## config.mk

```make
export PLATFORM = sky130hd
export DESIGN_NAME = flow_ctrl
export DESIGN_NICKNAME = d
export VERILOG_FILES = /design/src/rtl/cpu_pkg.sv /design/src/rtl/status_reg.sv /design/src/rtl/flow_ctrl.sv
export SDC_FILE = /design/constraint.sdc
export NUM_CORES = 1
export LEC_CHECK = 0
export CAP_MARGIN = 15
export CORE_MARGIN = 10
export CORE_UTILIZATION = 50
export CTS_BUF_LIST = sky130_fd_sc_hd__clkbuf_16
export DETAILED_ROUTE_END_ITERATION = 7
export PLACE_DENSITY = 0.8
export SETUP_SLACK_MARGIN = 0.15
export SYNTH_ARGS = -nofsm -noshare
export SYNTH_HDL_FRONTEND = slang
export SYNTH_HIERARCHICAL = 1
export SYNTH_SLANG_ARGS = --single-unit
```

## constraint.sdc

```tcl
create_clock -name clk -period 3.61 [get_ports clk]
set_input_delay 1.083 -clock clk [delete_from_list [all_inputs] [get_ports clk]]
set_output_delay 1.083 -clock clk [all_outputs]
set_load 0.05 [all_outputs]
```

## src/rtl/cpu_pkg.sv

```systemverilog
// cpu_pkg: shared definitions for the flow-control slice.
//   WORD_W       program counter / operand width
//   op_e         flow opcodes as presented on the op port
//   SR_Z/S/C     bit positions inside the 3-bit status register
//   state_e      flow_ctrl FSM states
//   pc_inc       PC increment, wraps naturally at the word width
package cpu_pkg;

  localparam int WORD_W = 20;
  localparam int SR_W   = 3;

  localparam int SR_Z = 0;
  localparam int SR_S = 1;
  localparam int SR_C = 2;

  typedef logic [WORD_W-1:0] word_t;

  typedef enum logic [2:0] {
    OP_TRAP  = 3'd0,
    OP_NOP   = 3'd1,
    OP_JMP   = 3'd2,
    OP_JZ    = 3'd3,
    OP_JS    = 3'd4,
    OP_JZS   = 3'd5,
    OP_LDSR  = 3'd6,
    OP_XORSR = 3'd7
  } op_e;

  typedef enum logic [1:0] {
    ST_IDLE = 2'd0,
    ST_EXEC = 2'd1,
    ST_TRAP = 2'd2
  } state_e;

  function automatic word_t pc_inc(input word_t pc);
    return pc + word_t'(1);
  endfunction

endpackage

```

## src/rtl/status_reg.sv

```systemverilog
// status_reg: 3-bit {C,S,Z} status register.
//   clk, rst_n         clock, asynchronous active-low reset (clears status)
//   flag_valid         load ALU flags {carry,sign,zero} this cycle
//   flag_zero/sign/carry ALU flags
//   sr_wr              an LDSR/XORSR is retiring; overrides the flag load
//   sr_xor             1: status ^= sr_val, 0: status = sr_val
//   sr_val             value from the instruction operand
//   status             current register contents
module status_reg
  import cpu_pkg::*;
(
  input  logic            clk,
  input  logic            rst_n,
  input  logic            flag_valid,
  input  logic            flag_zero,
  input  logic            flag_sign,
  input  logic            flag_carry,
  input  logic            sr_wr,
  input  logic            sr_xor,
  input  logic [SR_W-1:0] sr_val,
  output logic [SR_W-1:0] status
);

  logic [SR_W-1:0] status_q;
  logic [SR_W-1:0] status_d;
  logic [SR_W-1:0] flags_w;

  always_comb begin
    flags_w       = '0;
    flags_w[SR_Z] = flag_zero;
    flags_w[SR_S] = flag_sign;
    flags_w[SR_C] = flag_carry;
  end

  // An explicit status write from the instruction stream beats a
  // simultaneous ALU flag update.
  always_comb begin
    status_d = status_q;
    if (sr_wr) begin
      status_d = sr_xor ? (status_q ^ sr_val) : sr_val;
    end else if (flag_valid) begin
      status_d = flags_w;
    end
  end

  always_ff @(posedge clk or negedge rst_n) begin
    if (!rst_n) begin
      status_q <= '0;
    end else begin
      status_q <= status_d;
    end
  end

  assign status = status_q;

endmodule

```

## src/rtl/flow_ctrl.sv

```systemverilog
// flow_ctrl: program-flow sequencer (jumps, traps, status writes).
//   clk, rst_n      clock, asynchronous active-low reset
//   op_valid/ready  operation handshake; ready only in IDLE
//   op, operand     opcode and jump target / status value
//   flag_valid, flag_zero/sign/carry  ALU flag update
//   trap_clr        leaves the TRAP state
//   pc, status, epc architectural state
//   done, taken     one-cycle retire pulse and redirect indication
//   trapped         high while in TRAP
// An accepted op spends one cycle in EXEC and retires on the next edge,
// giving one op every two cycles.
module flow_ctrl
  import cpu_pkg::*;
#(
  parameter logic [WORD_W-1:0] RESET_PC    = 20'h00000,
  parameter logic [WORD_W-1:0] TRAP_VECTOR = 20'h00010
) (
  input  logic              clk,
  input  logic              rst_n,
  input  logic              op_valid,
  output logic              op_ready,
  input  logic [2:0]        op,
  input  logic [WORD_W-1:0] operand,
  input  logic              flag_valid,
  input  logic              flag_zero,
  input  logic              flag_sign,
  input  logic              flag_carry,
  input  logic              trap_clr,
  output logic [WORD_W-1:0] pc,
  output logic [SR_W-1:0]   status,
  output logic              done,
  output logic              taken,
  output logic              trapped,
  output logic [WORD_W-1:0] epc
);

  state_e state_q, state_d;
  word_t  pc_q, pc_d;
  word_t  epc_q, epc_d;
  logic   done_q, done_d;
  logic   taken_q, taken_d;

  op_e    op_q;
  word_t  operand_q;

  logic   accept;
  logic   branch;
  logic   sr_wr;

  assign accept = op_valid && (state_q == ST_IDLE);

  // Instruction latch: data only, qualified by the handshake, so operand
  // changes after acceptance cannot affect the retiring op.
  always_ff @(posedge clk) begin
    if (accept) begin
      op_q      <= op_e'(op);
      operand_q <= operand;
    end
  end

  // Branch decisions read the registered status, which already contains
  // any flag update that landed on the accept edge.
  always_comb begin
    branch = 1'b0;
    case (op_q)
      OP_JMP:  branch = 1'b1;
      OP_JZ:   branch = status[SR_Z];
      OP_JS:   branch = status[SR_S];
      OP_JZS:  branch = status[SR_Z] | status[SR_S];
      default: branch = 1'b0;
    endcase
  end

  always_comb begin
    state_d = state_q;
    pc_d    = pc_q;
    epc_d   = epc_q;
    done_d  = 1'b0;
    taken_d = 1'b0;
    case (state_q)
      ST_IDLE: begin
        if (op_valid) state_d = ST_EXEC;
      end
      ST_EXEC: begin
        done_d  = 1'b1;
        state_d = ST_IDLE;
        if (op_q == OP_TRAP) begin
          epc_d   = pc_inc(pc_q);
          pc_d    = TRAP_VECTOR;
          taken_d = 1'b1;
          state_d = ST_TRAP;
        end else if (branch) begin
          pc_d    = operand_q;
          taken_d = 1'b1;
        end else begin
          pc_d    = pc_inc(pc_q);
        end
      end
      ST_TRAP: begin
        if (trap_clr) state_d = ST_IDLE;
      end
      default: state_d = ST_IDLE;
    endcase
  end

  always_ff @(posedge clk or negedge rst_n) begin
    if (!rst_n) begin
      state_q <= ST_IDLE;
      pc_q    <= RESET_PC;
      epc_q   <= '0;
      done_q  <= 1'b0;
      taken_q <= 1'b0;
    end else begin
      state_q <= state_d;
      pc_q    <= pc_d;
      epc_q   <= epc_d;
      done_q  <= done_d;
      taken_q <= taken_d;
    end
  end

  assign sr_wr = (state_q == ST_EXEC) && ((op_q == OP_LDSR) || (op_q == OP_XORSR));

  status_reg u_status_reg (
    .clk        (clk),
    .rst_n      (rst_n),
    .flag_valid (flag_valid),
    .flag_zero  (flag_zero),
    .flag_sign  (flag_sign),
    .flag_carry (flag_carry),
    .sr_wr      (sr_wr),
    .sr_xor     (op_q == OP_XORSR),
    .sr_val     (operand_q[SR_W-1:0]),
    .status     (status)
  );

  assign op_ready = (state_q == ST_IDLE);
  assign trapped  = (state_q == ST_TRAP);
  assign pc       = pc_q;
  assign epc      = epc_q;
  assign done     = done_q;
  assign taken    = taken_q;

endmodule

```

; Word level (Yosys, flattened, before mapping)
; Cells that the tools add are included.
[word_totals]
reg_bits = 70
input_bits = 31
output_inout_bits = 47
word_cells = 43
[classes]
add_sub_neg = 1
n_eq_ne = 10
n_mux = 14
bitwise_logic = 2
n_reduce_logical = 8
[ops]
columns = operator, n
row1 = 20-bit 2-to-1 mux, 2
row2 = "20-bit by 1-bit adder with 20-bit output, second input constant", 1
row3 = "3-bit equality test, second input constant", 4
row4 = 3-bit 2-to-1 mux, 3
row5 = "3-bit by 2-bit equality test with 1-bit output, second input constant", 2
row6 = 2-bit 2-to-1 mux, 3
row7 = 2-bit one-hot mux with 3 select lines, 1
row8 = 1-bit 2-to-1 mux, 4
row9 = "2-bit != test, second input constant", 2
row10 = 1-bit one-hot mux with 4 select lines, 1
row11 = 2-bit AND reduction, 2
row12 = 3-bit zero test, 1
row13 = 3-bit bitwise XOR, 1
row14 = "2-bit by 1-bit equality test with 1-bit output, second input constant", 1
row15 = "2-bit equality test, second input constant", 1
row16 = 1-bit logical AND, 2
row17 = 2-bit zero test, 1
row18 = 2-bit nonzero test, 1
row19 = 1-bit logical OR, 1
row20 = 1-bit bitwise OR, 1

; Depth between registers and ports, before layout
; Gate-level depths: netlist of run 1.
[logic_depth]
depth_word = 5
ltp_mapped = 7
depth_no_buf = 6

; By module
; Netlist of run 1, hierarchy kept.
[by_module_without_submodules]
columns = mod, instances, cells_per_inst, area_per_inst_um2, seq_area_each_um2
row1 = flow_ctrl, 1, 300, 3203.1, 1791.7
row2 = status_reg, 1, 19, 178.9, 75.1

; Least setup slack after synthesis of run 1
; OpenSTA, ideal clock, no wires.
[synth_path]
path_kind = register to register
startpoint = register pc_q[0] (netlist: pc[0])
endpoint = register pc_q[16] (netlist: pc[16])
setup_time_ns = 0.087
t_arrival_ns = 2.282
t_required_ns = 3.523
slack_ns = 1.242
stages_incl_launch_ff = 6
path_buffers = 0
synth_period_minus_slack_ns = 2.368
path_cell_list = dfrtp_1 -> ha_1 -> nand3_2 -> or4_4 -> or4_1 -> o211ai_1
[synth_between]
elab_chain_len = 3
[synth_lines]
columns = element, line
row1 = "start, declared", flow_ctrl.sv:38  ; word_t pc_q, pc_d;
row2 = "start signal, assigned", flow_ctrl.sv:115  ; pc_q <= pc_d;
row3 = 20-bit by 1-bit adder with 20-bit output, cpu_pkg.sv:36  ; return pc + word_t'(1);
row4 = 20-bit 2-to-1 mux, flow_ctrl.sv:92  ; end else if (branch) begin
row5 = 20-bit 2-to-1 mux, flow_ctrl.sv:87  ; if (op_q == OP_TRAP) begin
; No other way between the ends.
; A chain may end at the register's enable or synchronous reset.

; Final worst setup path of run 1
[layout_path]
startpoint = register pc_q[2] (netlist: pc[2])
endpoint = output port pc[2]
[layout_lines]
columns = element, line
row1 = "end, declared", flow_ctrl.sv:29  ; output logic [WORD_W-1:0] pc,
; No word-level cell between the ends.

==> impl_metrics.toml, run 1 <==
[floorplan]
core_area_mm2 = 0.00646
height_of_the_die_um = 102
fp-row-count = 29
initial_utilization_pct = 52.4
num_io_pins = 78
fp.dieArea_mm2 = 0.0105
fp.dieW_um = 102

[detailed_routing]
initialDrtViolationCount = 192
routed_via_density = 6.03
drt_wl_total_um = 9120
antenna_left = 0
dr.pass1.iters = 4
detailroute.via_count = 2902
post_drt_wl_per_cell_um = 19.0
route.detailed.drc = 0

[layout]
insertedDiodeCount = 0
fin_util_pct = 70.1
area_growth_pct = 34.0
final_cell_area_excluding_filler_cells_mm2 = 0.00453
drive_gt1_share_pct = 7.18
finish.net_count = 431

[yosys]
post_synth_num_cell_types = 50
post-synth-top-area-fraction_pct = 34.8
dominantRegCellSynth = "sky130_fd_sc_hd__dfrtp_1"
synth_fp_nets = 351
synth_seq_cells = 70
synthTopCellsByArea = "sky130_fd_sc_hd__dfrtp_1 (35%), sky130_fd_sc_hd__edfxtp_1 (20%), sky130_fd_sc_hd__mux2i_1 (4.4%), sky130_fd_sc_hd__o21ai_0 (4.4%), sky130_fd_sc_hd__xnor2_1 (3.4%)"
synth_warnings = 6
synth.top_cells.by_count = "sky130_fd_sc_hd__dfrtp_1 (47), sky130_fd_sc_hd__o21ai_0 (30), sky130_fd_sc_hd__nand2_1 (29)"
syn_inst = 319
synth-seq-area-share_pct = 55.2
synth.avg_cell_area_um2 = 10.6
netlist_area_mm2 = 0.00338
synth_enable_flop_cells = 23
synth_top_cell_by_area = "sky130_fd_sc_hd__dfrtp_1"
postSynth.asyncResetShare_pct = 67.1
leading_cell_type_by_number_of_instances_after_synthesis = "sky130_fd_sc_hd__dfrtp_1"

[clocking]
cts.path.max_buffers = 2
cts_hold_buf = 0
number_of_clock_sinks_seen_by_cts = 70
worst_setup_hold_path_clk_slew_ns = 0.05
post_cts.resized_instances = 0
tritoncts = "done"
postCtsSetupBuffers = 0
latest_clock_arrival_within_the_worst_skew_pair_ns = 0.33
cts.htree.levels = 3
tritoncts.num_buffers = 9
clock_tree.root_cell = "sky130_fd_sc_hd__clkbuf_16"

[sta]
tns_ns = 0
finalSetupViolations = 0
timing_worst_slew_pin_value_ns = 1.16
worst_hold_slack_ns = 0.476
period_needed_ns = 2.87
report.final.hold_viol_count = 0
post-route-period-util_pct = 79.6
rsz_0062_raised_after_global_routing = "false"
timing.final.max_slew_violations = 0
slew_headroom_pct = 22.5
clock.fmax_mhz = 348
finClkSkew_ns = 0.00841

[place]
dpl_cell_area_mm2 = 0.00423
place.port_buffers = 77
gp_congestion = 0.894
detailedPlacementHpwl_um = 6490

[critical_path]
worstSetupStartpointType = "flip-flop"
setup.worst_path.end_class = "output port"
critical-path-top-delay-family = "buffers and inverters"
reg2reg_to = "pc[14]$_DFFE_PN0P_"
cp_max_fo = 10
critPathKind = "reg -> out"
crit_slowest_cell = "sky130_fd_sc_hd__clkdlybuf4s50_1"
worst_path_cell_trace = "clkdlybuf4s50_1"
reg2reg_slack_ns = 1.19
timing.critical_path.slowest_cell_delay_ns = 0.91
critPathRequiredTime_ns = 2.53
reg2reg_start = "pc[0]$_DFFE_PN0P_"
cp_data_arrival_time_ns = 1.79
critical_path_buf_inv_count = 1
r2r_cells = 5

[global_route]
largest_net_degree_at_the_start_of_global_routing = 48
first_global_vias = 2835
groute.usage.overall_pct = 17.8
grt_first_pass_wirelength_um = 14400
grt_overflow_total = 0
initial_antenna_violation_count = 0

[hold_path]
holdPathEnd = "epc[14]$_DFFE_PN0P_"
min_from = "epc[14]$_DFFE_PN0P_"
hp-class = "reg -> reg"
worst_hold_path.num_cells = 2

[pwr]
vdd.ir_drop.worst_v = 0.000380
power_leakage_nw = 1.78
p_per_area_mw_per_mm2 = 746

[flow_run]
drv_cap = 0

[outcome]
run_status = "finished, final reports clean"
==> placed cells by master (no fill, tap or decap), types with 3 or more instances in the layout <==
master and n:
sky130_fd_sc_hd__clkdlybuf4s50_1 76, sky130_fd_sc_hd__dfrtp_1 47, sky130_fd_sc_hd__o21ai_0 30, sky130_fd_sc_hd__nand2_1 29, sky130_fd_sc_hd__edfxtp_1 23, sky130_fd_sc_hd__nand3_1 16, sky130_fd_sc_hd__nor2_1 15, sky130_fd_sc_hd__mux2i_1 15
sky130_fd_sc_hd__inv_1 14, sky130_fd_sc_hd__xnor2_1 13, sky130_fd_sc_hd__a21oi_1 10, sky130_fd_sc_hd__clkbuf_16 9, sky130_fd_sc_hd__nor4_1 8, sky130_fd_sc_hd__nor3_1 8, sky130_fd_sc_hd__or3_1 7, sky130_fd_sc_hd__buf_4 7
sky130_fd_sc_hd__o22ai_1 6, sky130_fd_sc_hd__o2bb2ai_1 6, sky130_fd_sc_hd__nand2b_1 4, sky130_fd_sc_hd__and3_1 4, sky130_fd_sc_hd__nand4_1 4, sky130_fd_sc_hd__a31oi_1 4, sky130_fd_sc_hd__a21o_1 3, sky130_fd_sc_hd__nor2b_1 3
sky130_fd_sc_hd__o211ai_1 3
==> cell families after synthesis <==
logic type               synth area share [%]
XOR/XNOR                                 3.37
flip-flops                               55.2
buffers and inverters                    3.37
AO/OA/AOI/OAI                            14.7
AND/OR/NAND/NOR                          18.3
adder cells (fa/ha/maj)                 0.370
multiplexers                             4.77
==> worst max path at each step <==
stage               slack, ns  cells after the start                  to               from
floorplan                1.24                      5  pc[16]$_DFFE_PN0P_  pc[0]$_DFFE_PN0P_
global placement         1.11                      1               pc[2]  pc[2]$_DFFE_PN0P_
detailed placement       1.10                      1               pc[2]  pc[2]$_DFFE_PN0P_
CTS                      0.74                      1               pc[2]  pc[2]$_DFFE_PN0P_
global route             0.66                      1               pc[2]  pc[2]$_DFFE_PN0P_
finish                   0.74                      1               pc[2]  pc[2]$_DFFE_PN0P_
==> report_power, final <==
group | internal [mW] | switching (mW)
Clock | 0.524 | 0.306
Combinational | 0.459 | 0.882
Sequential | 1.00 | 0.206
==> metrics by stage <==
stage / total power, mW / setup slack [ns] / instances
after detailed placement: 2.56 / 1.10 / 464
after global routing: 3.53 / 0.663 / 481
after global placement: 2.53 / 1.11 / 464
final: 3.38 / 0.737 / 481
after CTS: 3.40 / 0.736 / 480
after floorplan: 2.06 / 1.24 / 319
==> layout make-up <==
| type | instances | area [um2] |
|---|---|---|
| sequential | 70 | 1870 |
| inverter | 12 | 45.0 |
| tap | 77 | 96.3 |
| clock buffer | 9 | 225 |
| fill | 485 | 1930 |
| multi-input combinational | 221 | 1400 |
| timing repair buffer | 85 | 838 |
| clock inverter | 7 | 57.6 |
==> per-layer routing <==
layer / global-route usage, % / wire, um
met2: 28.1 / 4290
met5: 0 / 0
met3: 6.21 / 823
met4: 6.07 / 151
met1: 22.2 / 3850
No activity file was read; power rests on OpenSTA's default activity.
==> run 2, diff against run 1 <==
- CORE_UTILIZATION: 50 -> 45
- PLACE_DENSITY: 0.8 -> 0.76
- clock period: 3.61 -> 2.4 ns (I/O delays scaled with it)
==> run 2 against run 1 <==
Flip-flop and latch count stayed put. Core utilization is 7.2 points lower. Global-route usage is 1.6 points lower. Clock power is 60% higher. Setup slack worse by 0.55 ns.
==> impl_metrics.toml, run 2 (synthesis gave the netlist of run 1 again) <==
[outcome]
run_status = "finished, final reports clean"

[clocking]
number_of_clock_sinks_seen_by_cts = 70
worst_setup_hold_path_clk_slew_ns = 0.06
cts_hold_buf = 0
tritoncts = "done"
cts.htree.levels = 3
clock_tree.root_cell = "sky130_fd_sc_hd__clkbuf_16"
tritoncts.num_buffers = 9
cts.path.max_buffers = 2
latest_clock_arrival_within_the_worst_skew_pair_ns = 0.33

[hold_path]
hp-class = "in -> async"

[critical_path]
critPathRequiredTime_ns = 1.68
cp_data_arrival_time_ns = 1.49
worst_path_cell_trace = "clkdlybuf4s50_1"
critical_path_buf_inv_count = 1
worstSetupStartpointType = "flip-flop"
critPathKind = "reg -> out"
crit_slowest_cell = "sky130_fd_sc_hd__clkdlybuf4s50_1"
timing.critical_path.slowest_cell_delay_ns = 0.81
setup.worst_path.end_class = "output port"
critical-path-top-delay-family = "buffers and inverters"
cp_max_fo = 2

[floorplan]
height_of_the_die_um = 107
core_area_mm2 = 0.00729
initial_utilization_pct = 46.4
num_io_pins = 78
fp.dieW_um = 107
fp.dieArea_mm2 = 0.0114
fp-row-count = 31

[pwr]
cell_internal_pwr_mw = 3.00
vdd.ir_drop.worst_v = 0.000469
power_leakage_nw = 1.93
sequentialPowerShare_pct = 35.1
power_switching_share_pct = 41.3
p_per_area_mw_per_mm2 = 1110
power_frac_comb_pct = 39.0
net_switching_power_mw = 2.11
p_clk_share_pct = 26.0

[detailed_routing]
post_drt_wl_per_cell_um = 18.0
detailroute.via_count = 2889
route.detailed.drc = 0
initialDrtViolationCount = 227
dr.pass1.iters = 5
drt_wl_total_um = 9170
antenna_left = 0
routed_via_density = 5.69

[layout]
drive_gt1_share_pct = 12.2
final_cell_area_excluding_filler_cells_mm2 = 0.00459
finish.net_count = 436
fillers = 641
layout_commonest_cell = "sky130_fd_sc_hd__dfrtp_1"
insertedDiodeCount = 0
area_growth_pct = 35.7
layout_common_cells = "sky130_fd_sc_hd__dfrtp_1 (45), sky130_fd_sc_hd__clkdlybuf4s50_1 (44), sky130_fd_sc_hd__o21ai_0 (30), sky130_fd_sc_hd__nand2_1 (29), sky130_fd_sc_hd__buf_4 (25)"

[global_route]
first_global_vias = 2863
gr-usage-met1_pct = 20.1
groute.usage.overall_pct = 16.2
initial_antenna_violation_count = 0
largest_net_degree_at_the_start_of_global_routing = 30
grt_first_pass_wirelength_um = 14800
met3_usage_pct = 5.69
gr-max-usage-layer = "met2"
grt_overflow_total = 0
globalRouteMet2Util_pct = 25.2

[sta]
clock.fmax_mhz = 453
timing.final.max_slew_violations = 0
rsz_0062_raised_after_global_routing = "false"
finClkSkew_ns = 0.00657
tns_ns = 0
timing_worst_slew_pin_value_ns = 0.703
post-route-period-util_pct = 92.0
period_needed_ns = 2.21
final_critical_path_setup_slack_ns = 0.192
finalSetupViolations = 0
slew_headroom_pct = 53.0
report.final.hold_viol_count = 0

[place]
dpl_cell_area_mm2 = 0.00428
place.port_buffers = 77
detailedPlacementHpwl_um = 6670
gp_congestion = 0.897
dpl_worst_slack_ns = 0.272

[flow_run]
drv_cap = 0
run 2: cell types whose count changed in the layout (fill, tap and decap cells not counted), moves of 2 or more:
cell                              before  now
sky130_fd_sc_hd__dfrtp_2               0    2
sky130_fd_sc_hd__dlymetal6s2s_1        0    6
sky130_fd_sc_hd__dlygate4sd2_1         0   13
sky130_fd_sc_hd__buf_4                 7   25
sky130_fd_sc_hd__clkdlybuf4s50_1      76   44
sky130_fd_sc_hd__dfrtp_1              47   45
sky130_fd_sc_hd__clkinv_1              1    3
run 2: repair_timing:
action | in CTS | in global routing
hold endpoints to repair | 0 | 0
setup endpoints to repair | 13 | 8
cloned | 0 | 0
setup buffers | 0 | 0
gates resized for setup | 13 | 8
pin swaps | 0 | 0
run 2: cell type report:
class                   count  area [um2]  share of cell area (%)
inverters                  12        45.0                   0.981
clock inverters             6        50.0                    1.09
repair buffers             90         842                    18.3
well taps                  99         124                    2.70
multi-input cells         221        1410                    30.7
flip-flops and latches     70        1870                    40.7
clock buffers              10         250                    5.45
run 2: layer usage:
layer	vias up	part of all wire, %
li1	1367	-
met1	1368	40
met2	139	48
met3	15	9.9
met4	0	1.9
met5	-	0
run 2: final timing paths:
path / startpoint / endpoint / slack [ns] / cells after the start
min in group clk: epc[1]$_DFFE_PN0P_ / epc[1]$_DFFE_PN0P_ / 0.47 / 2
worst max register to register: pc[0]$_DFFE_PN0P_ / pc[16]$_DFFE_PN0P_ / 0.30 / 5
worst min-delay path: rst_n / pc[18]$_DFFE_PN0P_ / 0.28 / 1
worst min register to register: epc[1]$_DFFE_PN0P_ / epc[1]$_DFFE_PN0P_ / 0.47 / 2
max in group asynchronous: rst_n / epc[16]$_DFFE_PN0P_ / 1.63 / 2
worst max-delay path: epc[19]$_DFFE_PN0P_ / epc[19] / 0.19 / 1
run 2: power groups by stage:
stage / clock network (mW) / registers, mW / logic (mW)
6_report: 1.33 / 1.79 / 1.99
2_1_floorplan: 0 / 2.57 / 0.528
4_1_cts: 1.34 / 1.79 / 2.01
3_3_place_gp: 0 / 1.80 / 2.01
5_1_grt: 1.40 / 1.84 / 2.12
3_5_place_dp: 0 / 1.81 / 2.04
run 2: per-stage QoR:
| step | util, % | power [mW] | hold slack, ns | instances |
|---|---|---|---|---|
| after floorplan | - | 3.10 | 0.424 | 319 |
| after global placement | 58.7 | 3.81 | 0.457 | 492 |
| after detailed placement | 58.7 | 3.85 | 0.463 | 492 |
| after CTS | 62.6 | 5.14 | 0.289 | 508 |
| after global routing | 63.0 | 5.35 | 0.292 | 508 |
| final | 63.0 | 5.12 | 0.281 | 508 |
==> run 3, diff against run 2 <==
- PLACE_DENSITY: 0.76 -> 0.75
- SKIP_LAST_GASP: unset -> 1
==> run 3 against run 2 <==
Die area did not move. Wire length shrank 1.1%. Setup slack lost 0.0047 ns. Register-to-register slack worse by 0.02 ns. Power decreased by 1.5%. Final cell count did not move. Final area fell by 0.44%. Clock skew grew 0.0012 ns. Fmax fell by 0.21%. First-iteration DRC count rose by 3.5%. Via count hardly changed. Critical path type unchanged. Critical endpoint unchanged. Largest cell class unchanged.
==> impl_metrics.toml, run 3 (synthesis gave the netlist of run 1 again) <==
[sta]
finClkSkew_ns = 0.00781
period_needed_ns = 2.21
rsz_0062_raised_after_global_routing = "false"
post-route-period-util_pct = 92.2
tns_ns = 0
worst_hold_slack_ns = 0.354
report.final.hold_viol_count = 0
clock.fmax_mhz = 452
slew_headroom_pct = 56.9
finalSetupViolations = 0
timing_worst_slew_pin_value_ns = 0.642
timing.final.max_slew_violations = 0

[global_route]
first_global_vias = 2869
initial_antenna_violation_count = 0
grt_overflow_total = 0
groute.usage.overall_pct = 16.0
grt_first_pass_wirelength_um = 14800
largest_net_degree_at_the_start_of_global_routing = 34

[pwr]
vdd.ir_drop.worst_v = 0.000440
power_leakage_nw = 1.92
p_per_area_mw_per_mm2 = 1100

[critical_path]
timing.critical_path.slowest_cell_delay_ns = 0.81
cp_max_fo = 2
worstSetupStartpointType = "flip-flop"
crit_slowest_cell = "sky130_fd_sc_hd__clkdlybuf4s50_1"
worst_path_cell_trace = "clkdlybuf4s50_1"
cp_data_arrival_time_ns = 1.49
cp.depth = 1
timing.critical_path.from = "epc[19]$_DFFE_PN0P_"
r2r_cells = 5
reg2reg_start = "pc[0]$_DFFE_PN0P_"
reg2reg_slack_ns = 0.28
critical-path-top-delay-family = "buffers and inverters"
setup.worst_path.end_class = "output port"
critPathKind = "reg -> out"
worst_setup_path_endpoint = "epc[19]"
critical_path_buf_inv_count = 1
critPathRequiredTime_ns = 1.68
reg2reg_to = "pc[16]$_DFFE_PN0P_"

[layout]
finish.net_count = 436
layout_common_cells = "sky130_fd_sc_hd__dfrtp_1 (45), sky130_fd_sc_hd__clkdlybuf4s50_1 (45), sky130_fd_sc_hd__o21ai_0 (30), sky130_fd_sc_hd__nand2_1 (29), sky130_fd_sc_hd__buf_4 (24)"
insertedDiodeCount = 0
drive_gt1_share_pct = 12.5
area_growth_pct = 35.1

[place]
gp_congestion = 0.877
detailedPlacementHpwl_um = 6610
place.port_buffers = 77

[detailed_routing]
initialDrtViolationCount = 235
antenna_left = 0
routed_via_density = 5.68
detailroute.via_count = 2887
post_drt_wl_per_cell_um = 17.9
dr.pass1.iters = 5
drt_wl_total_um = 9070
route.detailed.drc = 0

[floorplan]
initial_utilization_pct = 46.4
height_of_the_die_um = 107
core_area_mm2 = 0.00729
fp.dieW_um = 107
fp-row-count = 31
num_io_pins = 78
fp.dieArea_mm2 = 0.0114

[clocking]
cts.path.max_buffers = 2
clock_tree.root_cell = "sky130_fd_sc_hd__clkbuf_16"
tritoncts.num_buffers = 9
cts_hold_buf = 0
tritoncts = "done"
cts.htree.levels = 3
postCtsSetupBuffers = 0
worst_setup_hold_path_clk_slew_ns = 0.06
latest_clock_arrival_within_the_worst_skew_pair_ns = 0.33
number_of_clock_sinks_seen_by_cts = 70

[outcome]
run_status = "finished, final reports clean"

[hold_path]
hp-class = "in -> async"

[flow_run]
drv_cap = 0
[run 3: worst min path at each step]
stage / end / slack (ns) / cells past startpoint
2_1_floorplan: done$_DFF_PN0_ / 0.42 / 0
3_3_place_gp: epc[1]$_DFFE_PN0P_ / 0.46 / 2
3_5_place_dp: epc[1]$_DFFE_PN0P_ / 0.46 / 2
4_1_cts: pc[14]$_DFFE_PN0P_ / 0.36 / 1
5_1_grt: pc[14]$_DFFE_PN0P_ / 0.38 / 1
6_report: u_status_reg/status[0]$_DFFE_PN0P_ / 0.35 / 1
[run 3: through the flow]
stage / setup slack [ns] / instance area, um2 / std cells / util, % / total power [mW]
6_report: 0.187 / 4570 / 508 / 62.7 / 5.04
5_1_grt: 0.150 / 4570 / 508 / 62.7 / 5.27
4_1_cts: 0.165 / 4550 / 508 / 62.4 / 5.07
3_5_place_dp: 0.218 / 4290 / 492 / 58.8 / 3.86
3_3_place_gp: 0.337 / 4290 / 492 / 58.8 / 3.82
2_1_floorplan: 0.201 / 3380 / 319 / - / 3.10
[run 3: per-layer routing]
metal / global-route usage, % / part of all wire (%) / vias to the layer above
met5: 0 / 0 / -
met4: 6.58 / 1.7 / 0
met3: 4.49 / 8.8 / 18
met2: 25.4 / 47 / 157
met1: 20.2 / 43 / 1354
li1: - / - / 1358
[run 3: final cells by class]
| class | count | area (um2) |
|---|---|---|
| Clock buffer | 10 | 250 |
| Sequential cell | 70 | 1870 |
| Multi-Input combinational cell | 221 | 1410 |
| Fill cell | 611 | 2720 |
| Inverter | 12 | 45.0 |
| Tap cell | 99 | 124 |
| Clock inverter | 6 | 33.8 |
| Timing Repair Buffer | 90 | 841 |
[run 3: power by group]
part	switching, mW	total (mW)	internal, mW
Clock	0.490	1.24	0.754
Sequential	0.294	1.80	1.51
Combinational	1.35	1.99	0.643
Total	2.13	5.04	2.90
[run 3: repair_timing]
item                       4_1_cts  5_1_grt
setup endpoints to repair       14        9
gates cloned                     0        0
resized for setup               14        6
